==> config.mk <==
export PLATFORM = sky130hd
export DESIGN_NAME = exmem_skid_reg
export DESIGN_NICKNAME = d
export VERILOG_FILES = /design/src/rtl/exmem_skid_reg.sv
export SDC_FILE = /design/constraint.sdc
export NUM_CORES = 1
export LEC_CHECK = 0
export CAP_MARGIN = 30
export CORE_MARGIN = 2
export CORE_UTILIZATION = 52
export CTS_BUF_LIST = sky130_fd_sc_hd__clkbuf_2 sky130_fd_sc_hd__clkbuf_4 sky130_fd_sc_hd__clkbuf_8
export DETAILED_ROUTE_END_ITERATION = 6
export GPL_TIMING_DRIVEN = 0
export PLACE_DENSITY = 0.93
export RECOVER_POWER = 50
export SETUP_SLACK_MARGIN = 0.3
export SLEW_MARGIN = 5
export SYNTH_ARGS = -nofsm -noshare
export SYNTH_HDL_FRONTEND = slang
export SYNTH_SLANG_ARGS = --single-unit
==> constraint.sdc <==
create_clock -name clk_i -period 2.06 [get_ports clk_i]
set_input_delay 0.206 -clock clk_i [delete_from_list [all_inputs] [get_ports clk_i]]
set_output_delay 0.206 -clock clk_i [all_outputs]
set_load 0.005 [all_outputs]
==> src/rtl/exmem_skid_reg.sv <==
// rtl/exmem_skid_reg.sv - elastic EX/MEM pipeline register with two-entry skid buffer and per-thread flush
// Optional stall counter output enabled by EXMEM_STALL_CNT_EN.
module exmem_skid_reg #(
    parameter int  PROC_DATA_WIDTH        = 16,
    parameter int  PROC_REGFILE_LOG2_DEEP = 5,
    parameter int  NUM_THREADS            = 4,
    localparam int THREAD_ID_W            = $clog2(NUM_THREADS)
) (
    input  logic                              clk_i,
    input  logic                              rst_n_i,
    input  logic                              valid_i,
    output logic                              ready_o,
    input  logic                              reg_write_en_i,
    input  logic                              mem_write_en_i,
    input  logic                              mem_read_en_i,
    input  logic                              mem_to_reg_i,
    input  logic [PROC_DATA_WIDTH-1:0]        alu_i,
    input  logic [PROC_DATA_WIDTH-1:0]        reg_data2_i,
    input  logic [PROC_REGFILE_LOG2_DEEP-1:0] reg_write_addr_i,
    input  logic [THREAD_ID_W-1:0]            thread_id_i,
    input  logic [NUM_THREADS-1:0]            flush_mask_i,
    output logic                              valid_o,
    input  logic                              ready_i,
    output logic                              reg_write_en_o,
    output logic                              mem_write_en_o,
    output logic                              mem_read_en_o,
    output logic                              mem_to_reg_o,
    output logic [PROC_DATA_WIDTH-1:0]        alu_o,
    output logic [PROC_DATA_WIDTH-1:0]        reg_data2_o,
    output logic [PROC_REGFILE_LOG2_DEEP-1:0] reg_write_addr_o,
    output logic [THREAD_ID_W-1:0]            thread_id_o
`ifdef EXMEM_STALL_CNT_EN
    ,
    output logic [15:0]                       stall_cnt_o
`endif
);

    typedef struct packed {
        logic                              reg_write_en;
        logic                              mem_write_en;
        logic                              mem_read_en;
        logic                              mem_to_reg;
        logic [PROC_DATA_WIDTH-1:0]        alu;
        logic [PROC_DATA_WIDTH-1:0]        reg_data2;
        logic [PROC_REGFILE_LOG2_DEEP-1:0] reg_write_addr;
        logic [THREAD_ID_W-1:0]            thread_id;
    } beat_t;

    logic  main_valid_q, main_valid_d;
    logic  skid_valid_q, skid_valid_d;
    beat_t main_q, main_d;
    beat_t skid_q, skid_d;
    beat_t in_beat;

    logic  accept, drain;
    logic  main_rem, skid_live, in_live;

    assign in_beat = '{reg_write_en:   reg_write_en_i,
                       mem_write_en:   mem_write_en_i,
                       mem_read_en:    mem_read_en_i,
                       mem_to_reg:     mem_to_reg_i,
                       alu:            alu_i,
                       reg_data2:      reg_data2_i,
                       reg_write_addr: reg_write_addr_i,
                       thread_id:      thread_id_i};

    assign ready_o = ~skid_valid_q;
    assign valid_o = main_valid_q;
    assign accept  = valid_i & ready_o;
    assign drain   = valid_o & ready_i;

    // Kill first, then retire MAIN on drain; whatever survives is compacted oldest-first.
    assign main_rem  = main_valid_q & ~flush_mask_i[main_q.thread_id] & ~drain;
    assign skid_live = skid_valid_q & ~flush_mask_i[skid_q.thread_id];
    assign in_live   = accept & ~flush_mask_i[thread_id_i];

    always_comb begin
        main_valid_d = 1'b0;
        main_d       = main_q;
        skid_valid_d = 1'b0;
        skid_d       = skid_q;
        if (main_rem) begin
            main_valid_d = 1'b1;
            if (skid_live) begin
                skid_valid_d = 1'b1;
            end else if (in_live) begin
                skid_valid_d = 1'b1;
                skid_d       = in_beat;
            end
        end else if (skid_live) begin
            main_valid_d = 1'b1;
            main_d       = skid_q;
            if (in_live) begin
                skid_valid_d = 1'b1;
                skid_d       = in_beat;
            end
        end else if (in_live) begin
            main_valid_d = 1'b1;
            main_d       = in_beat;
        end
    end

    always_ff @(posedge clk_i or negedge rst_n_i) begin
        if (!rst_n_i) begin
            main_valid_q <= 1'b0;
            skid_valid_q <= 1'b0;
            main_q       <= '0;
            skid_q       <= '0;
        end else begin
            main_valid_q <= main_valid_d;
            skid_valid_q <= skid_valid_d;
            main_q       <= main_d;
            skid_q       <= skid_d;
        end
    end

    // Control bits are gated so a bubble can never write the register file or memory.
    assign reg_write_en_o   = main_q.reg_write_en & main_valid_q;
    assign mem_write_en_o   = main_q.mem_write_en & main_valid_q;
    assign mem_read_en_o    = main_q.mem_read_en  & main_valid_q;
    assign mem_to_reg_o     = main_q.mem_to_reg   & main_valid_q;
    assign alu_o            = main_q.alu;
    assign reg_data2_o      = main_q.reg_data2;
    assign reg_write_addr_o = main_q.reg_write_addr;
    assign thread_id_o      = main_q.thread_id;

`ifdef EXMEM_STALL_CNT_EN
    logic [15:0] stall_cnt_q, stall_cnt_d;

    always_comb begin
        stall_cnt_d = stall_cnt_q;
        if (valid_o && !ready_i && stall_cnt_q != 16'hFFFF) begin
            stall_cnt_d = stall_cnt_q + 16'd1;
        end
    end

    always_ff @(posedge clk_i or negedge rst_n_i) begin
        if (!rst_n_i) begin
            stall_cnt_q <= 16'd0;
        end else begin
            stall_cnt_q <= stall_cnt_d;
        end
    end

    assign stall_cnt_o = stall_cnt_q;
`endif

endmodule

==> metrics, run 1 <==
vias in the first global route=2979; Synth Area per Inst=14.5 um2; clock latency on the worst-skew pair=roughly 0.36 ns; Slew HR=0.395; Slew Viols, Final=0; Area Growth Syn to Fin=49.8%; Setup crit end kind=register; P_leak=between 2 and 3 nW; max-cap viol count=0; Setup crit start=thread_id_o[0]; dpl cells=496; fin crit period=2.04 ns; clk sinks=88; Root Driver=clkbuf_8; TritonCTS Buffers=9; Max Clock Skew=0.0144 ns; unrepaired setup endpoints after global routing=true; Clk pin slew, worst setup/hold paths=0.09 ns; hold crit path type=input port to register; most used cell, CP=buf_12; Chip Width=~95 um; Initial Util=0.529; Seq/Total Area, Yosys=0.515; die area=8970 um2; syn nets=between 300 and 400; post-route ant nets=0; Inserted Diodes=0; Detail Placement HPWL=5.83 mm; crit-path cells=mux2i_1 -> a22oi_2 -> buf_4 -> a21oi_4 -> buf_12 -> buf_12 -> mux2_1; pwr dens=1050 nW/um2; Max rail drop VDD=0.712 mV; first-pass GRT wire length=15.1 mm; netlist area before placement=4280 um2; yosys warns=0; total number of vias=2777; placed inst area=between 5000 and 6000 um2; fmax=490 MHz; input/output buffers=95; I/O pins=96; core area=between 8000 and 9000 um2; 1st-pass router iterations=4; Worst path max stage delay=0.45 ns; FF-to-FF Start=thread_id_o[0]; CTS tree=yes; CP Data Required Time=between 2 and 2.5 ns; synth unique cells=21; Layout Cells excl Fill=540; Die Height=94.7 um; worst reg2reg path endpoint=skid_q[2]; layout cell share with drive strength beyond 1=0.441; nets=481; drt total wl=roughly 10 mm; Final Cycle Share=0.991; # DRC=0; aggregate global routing overflow=0; Critical Path End=skid_q[2]; Detailed Route Iter0 Violations=93; Worst Path Arrival=2.27 ns; post-route cell area=6410 um2; slowest CP cell=dfrtp_1; gr usage total=0.223; Critical Path Start Type=register; WS Path Type=register to register; status=completed; CTS Buffer Depth=2; routability cong.=about 0.73; wire length per cell=18.7 um; final setup fails=0; row cnt=33; #FFs+latches synth=between 80 and 90; H-Tree Depth=3; Vias/cell=5.14; Mapped Cells=about 300; largest net degree at the start of global routing=54; worst hold slack=0.475 ns; setup TNS=0 ns; antenna violations before repair=0; total count of hold-check failures in the final report=0; worst reg2reg setup slack=0.02 ns; Worst-Margin Slew=around 0.91 ns; Crit Path Max Fanout=10; Reg2Reg Depth=7
area by class of cell:
class | count | area, um2
buffer | 51 | 493
clock buffer | 10 | 138
clock inverter | 6 | 90.1
fill | 462 | 1680
inverter | 2 | 7.51
multi-input combinational | 155 | 2020
sequential | 88 | 2200
tap | 105 | 131
timing repair buffer | 123 | 1320
cell families (layout without fill, tap and decap cells):
| family | after synthesis | in the layout | synth area share |
|---|---|---|---|
| multiplexers | 134 | 134 | 0.352 |
| flip-flops | 88 | 88 | 0.515 |
| buffers and inverters | 53 | 192 | 0.0918 |
| AND/OR/NAND/NOR | 14 | 14 | 0.0205 |
| AO/OA/AOI/OAI | 6 | 7 | 0.0208 |
power by group:
| part | internal, mW | total (mW) | switching, mW |
|---|---|---|---|
| Clock | 0.724 | 1.37 | 0.650 |
| Sequential | 2.41 | 2.82 | 0.416 |
| Combinational | 1.87 | 2.56 | 0.690 |
placed cells by master, fill, tap and decap left out, types with 4 or more instances in the layout:
| master | instances |
|---|---|
| buf_8 | 8 |
| buf_12 | 8 |
| dlygate4sd3_1 | 15 |
| mux2_1 | 41 |
| clkbuf_8 | 12 |
| mux2i_1 | 5 |
| buf_4 | 48 |
| mux2_4 | 82 |
| buf_6 | 6 |
| mux2_2 | 4 |
| and2_1 | 6 |
| dfrtp_1 | 86 |
| clkdlybuf4s50_1 | 80 |
routing by layer:
| layer | GRT usage | vias to the layer above | share of wire |
|---|---|---|---|
| li1 | - | 1279 | - |
| met2 | 0.381 | 70 | 0.52 |
| met4 | 0.0640 | 0 | 0.014 |
| met1 | 0.296 | 1417 | 0.43 |
| met5 | 0 | - | 0 |
| met3 | 0.0311 | 11 | 0.036 |
per-stage QoR:
stage | setup WS, ns | util | power, mW
after floorplan | 0.222 | - | 3.81
after global placement | -2.29 | 0.666 | 4.63
after detailed placement | -0.287 | 0.669 | 4.77
after CTS | 0.0588 | 0.765 | 6.53
after global routing | -0.0421 | 0.792 | 7.12
final | 0.0188 | 0.792 | 6.75
Yosys cell counts:
| cell | n | area, um2 |
|---|---|---|
| nor2b_1 | 1 | 6.26 |
| nor3b_1 | 2 | 15.0 |
| a21oi_4 | 1 | 16.3 |
| inv_1 | 2 | 7.51 |
| nand2_1 | 2 | 7.51 |
| buf_2 | 5 | 25.0 |
| mux2i_1 | 7 | 70.1 |
| mux2_2 | 42 | 473 |
| dfrtp_1 | 88 | 2200 |
| a22oi_1 | 1 | 7.51 |
| mux2_4 | 2 | 30.0 |
| and3b_1 | 2 | 17.5 |
| nor2_1 | 1 | 3.75 |
| a21boi_4 | 1 | 18.8 |
| mux2_1 | 83 | 935 |
| a22oi_4 | 1 | 21.3 |
| clkbuf_4 | 1 | 7.51 |
| buf_6 | 4 | 45.0 |
| a22oi_2 | 2 | 25.0 |
| buf_4 | 41 | 308 |
| and2_1 | 6 | 37.5 |
worst min path at each step:
stage	start	end	slack, ns	depth (start not counted)
3_5_place_dp	rst_n_i	skid_q[20]	0.19	1
4_1_cts	rst_n_i	skid_q[20]	0.35	2
6_report	reg_data2_i[12]	skid_q[19]	0.48	2
5_1_grt	reg_write_addr_i[3]	skid_q[5]	0.48	2
2_1_floorplan	rst_n_i	alu_o[0]	-0.09	0
3_3_place_gp	skid_q[23]	skid_q[23]	0.46	1
worst max-delay path, delay by kind of cell, from the launching register on:
| family | cells | cell delay, ns |
|---|---|---|
| flip-flops | 1 | 0.45 |
| multiplexers | 2 | 0.69 |
| AO/OA/AOI/OAI | 2 | 0.31 |
| buffers and inverters | 3 | 0.47 |
flip-flops by register name (all words and copies together), names as in the netlist:
name and cells:
alu_o 16, valid_o 1, main_q 4, thread_id_o 2
reg_write_addr_o 5, reg_data2_o 16, skid_q 43, skid_valid_q 1
repair_timing:
action | CTS | global route
endpoints found under the hold margin | 35 | 0
setup endpoints to repair | 86 | 89
setup buffers | 15 | 3
gates cloned | 8 | 1
pin swaps | 5 | 3
hold buffers | 1 | 0
resized for setup | 75 | 46
Note: power is estimated with default switching activity, not from simulation.
==> inputs of run 2 (changes only) <==
Settings changed: ABC_AREA set to 1, CORE_UTILIZATION 52 to 53, PLACE_DENSITY 0.93 to 0.94.
==> metrics, run 2 <==
postcts setup bufs=0 (-15); HP Start=reg_data2_i[12]; Area Growth Syn to Fin=29.6%; WS Path Type=register to register; Initial Util=0.549 (+0.0205); core area=8220 um2 (+1.5%); input/output buffers=95 (unchanged); drt total wl=11.2 mm (+11%); yosys warns=0 (unchanged); Synth top area share=0.488 (-0.0267); post-route cell area=5850 um2 (-8.7%); fin crit period=1.71 ns (-0.328 ns); Mapped Cells=592 (+100%); Final Cycle Share=0.832 (-0.159); GRT met1 Usage=0.324 (+0.0276); total number of vias=4137 (+49%); clk sinks=88 (unchanged); max-cap viol count=0 (unchanged); Worst Path Arrival=1.95 ns (-0.32 ns); hold crit path type=input port to register; status=completed; Seq/Total Area, Yosys=0.488 (-0.0267); Detail Placement HPWL=7.89 mm (+35%); Critical Path Start Type=register; CP Data Required Time=2.30 ns (about the same); post-route ant nets=0 (unchanged); Die Height=96.3 um (+1.7%); Max rail drop VDD=0.622 mV (-13%); Setup crit start=valid_o; Detailed Route Iter0 Violations=314 (+240%); unrepaired setup endpoints after global routing=false; layout cell share with drive strength beyond 1=0.131 (-0.311); I/O pins=96 (unchanged); Synth Area per Inst=7.62 um2 (-47%); worst reg2reg path endpoint=skid_q[22]; synth unique cells=19 (-9.5%); top post-synthesis cells by count=276 x nand2_1, 88 x dfrtp_1, 53 x inv_1; fmax=584 MHz (+19%); clock latency on the worst-skew pair=0.35 ns (about the same); TritonCTS Buffers=9 (unchanged); routability cong.=0.865 (+19%); EDFF count, synth=0 (unchanged); H-Tree Depth=3 (unchanged); nets=751 (+56%); GR met3 Demand/Resource=0.0345 (+0.00333); aggregate global routing overflow=0 (unchanged); P_leak=3.19 nW (+7.4%); largest net degree at the start of global routing=47 (-13%); Synth area leaders=dfrtp_1 49%, nand2_1 23%, buf_4 7.2%, nand3_1 5.2%, inv_1 4.4%; area of the multi-input gates=1600 um2 (-21%); die area=9270 um2 (+3.3%); Reg2Reg Depth=8 (+1); max FFs per register=43 (unchanged); Chip Width=96.3 um (+1.7%); most frequent cells in the layout=276 x nand2_1, 88 x dfrtp_1, 77 x clkdlybuf4s50_1; placed inst area=5620 um2 (+3.8%); final setup fails=0 (unchanged); Root Driver=clkbuf_8; total count of hold-check failures in the final report=0 (unchanged); setup ws final=0.347 ns (+0.328 ns); worst hold slack=0.449 ns (-0.0259 ns); Max Clock Skew=0.00950 ns (-0.00493 ns); # fillers=630 (+36%); most common cell after layout, fill and taps aside=nand2_1; Post-synth top flop=dfrtp_1; first-pass GRT wire length=18.3 mm (+21%); worst reg2reg setup slack=0.35 ns (+0.33 ns); Clk pin slew, worst setup/hold paths=0.09 ns (about the same); FFs w/ async S/R, synth=1.00 (unchanged); gr usage total=0.256 (+0.0334); pwr dens=1040 nW/um2 (-1.3%); antenna violations before repair=0 (unchanged); 1st-pass router iterations=5 (+1); Seq. cell area=2200 um2 (-0.11%); most frequent cell after synthesis=nand2_1; vias in the first global route=3974 (+33%); Slew Viols, Final=0 (unchanged); CTS tree=yes; GR peak layer=met2; # DRC=0 (unchanged); FF-to-FF Start=valid_o; Inserted Diodes=0 (unchanged); wire length per cell=13.8 um (-26%); pre-CTS setup slack=0.167 ns (+0.454 ns); Setup crit end kind=register; Vias/cell=5.11 (-0.56%); #FFs+latches synth=88 (unchanged); Crit Path Max Fanout=10 (unchanged); Slew HR=0.251 (-0.144); syn nets=643 (+86%); setup TNS=0 ns (unchanged); Synth area leader=dfrtp_1; met2 global-route usage=0.443 (+0.0615); netlist area before placement=4510 um2 (+5.5%); Largest Register=skid_q; row cnt=33 (unchanged); Critical Path End=skid_q[22]; Worst-Margin Slew=1.12 ns (+0.217 ns); CTS Buffer Depth=2 (unchanged)
==> run 2: layer usage <==
layer | wire length [um] | vias up
li1 | - | 1981
met1 | 4600 | 1949
met2 | 5590 | 178
met3 | 695 | 29
met4 | 297 | 0
met5 | 0 | -
==> run 2: kinds of logic (layout without fill, tap and decap cells) <==
group | count (synthesis) | after routing | synth area share
AO/OA/AOI/OAI | 45 | 45 | 0.0524
AND/OR/NAND/NOR | 334 | 334 | 0.303
buffers and inverters | 125 | 237 | 0.157
flip-flops | 88 | 88 | 0.488
==> run 2: power by group <==
part	total (mW)	switching, mW	internal, mW
sequential	2.72	0.371	2.34
combinational	2.03	0.919	1.11
clock	1.34	0.581	0.755
total	6.08	1.87	4.21
==> run 2: critical path, cell delays in order, from the launching register on <==
cell and delay, ns:
dfrtp_1 0.44, inv_1 0.06, nor2_1 0.17, nand3_1 0.26, nand2_4 0.19, nand2_2 0.13
buf_4 0.20, nand2_1 0.08, nand2_1 0.06
==> run 2: stage by stage <==
step | util | cells | power [mW]
after CTS | 0.713 | 809 | 6.14
after floorplan | - | 592 | 3.86
final | 0.712 | 809 | 6.08
after detailed placement | 0.684 | 793 | 4.80
after global placement | 0.681 | 792 | 4.66
after global routing | 0.712 | 809 | 6.52
==> run 2: worst min-delay path by stage <==
stage                      endpoint  depth (start not counted)
detailed placement  reg_data2_o[12]                          1
global placement         skid_q[24]                          2
floorplan                  alu_o[0]                          0
CTS                 reg_data2_o[12]                          2
global route             skid_q[19]                          3
finish                   skid_q[19]                          3
==> run 2: layout make-up <==
cell class / instances / area share
Tap cell: 105 / 0.0225
Clock inverter: 3 / 0.0111
Multi-Input combinational cell: 379 / 0.274
Timing Repair Buffer: 97 / 0.168
Sequential cell: 88 / 0.376
Clock buffer: 12 / 0.0272
Inverter: 57 / 0.0366
Buffer: 68 / 0.0843
==> run 2: timing repair <==
| action | 4_1_cts | 5_1_grt |
|---|---|---|
| gates resized for setup | 0 | 2 |
| hold buffers | 1 | 0 |
| endpoints found under the setup margin | 0 | 40 |
| hold endpoints to repair | 42 | 0 |
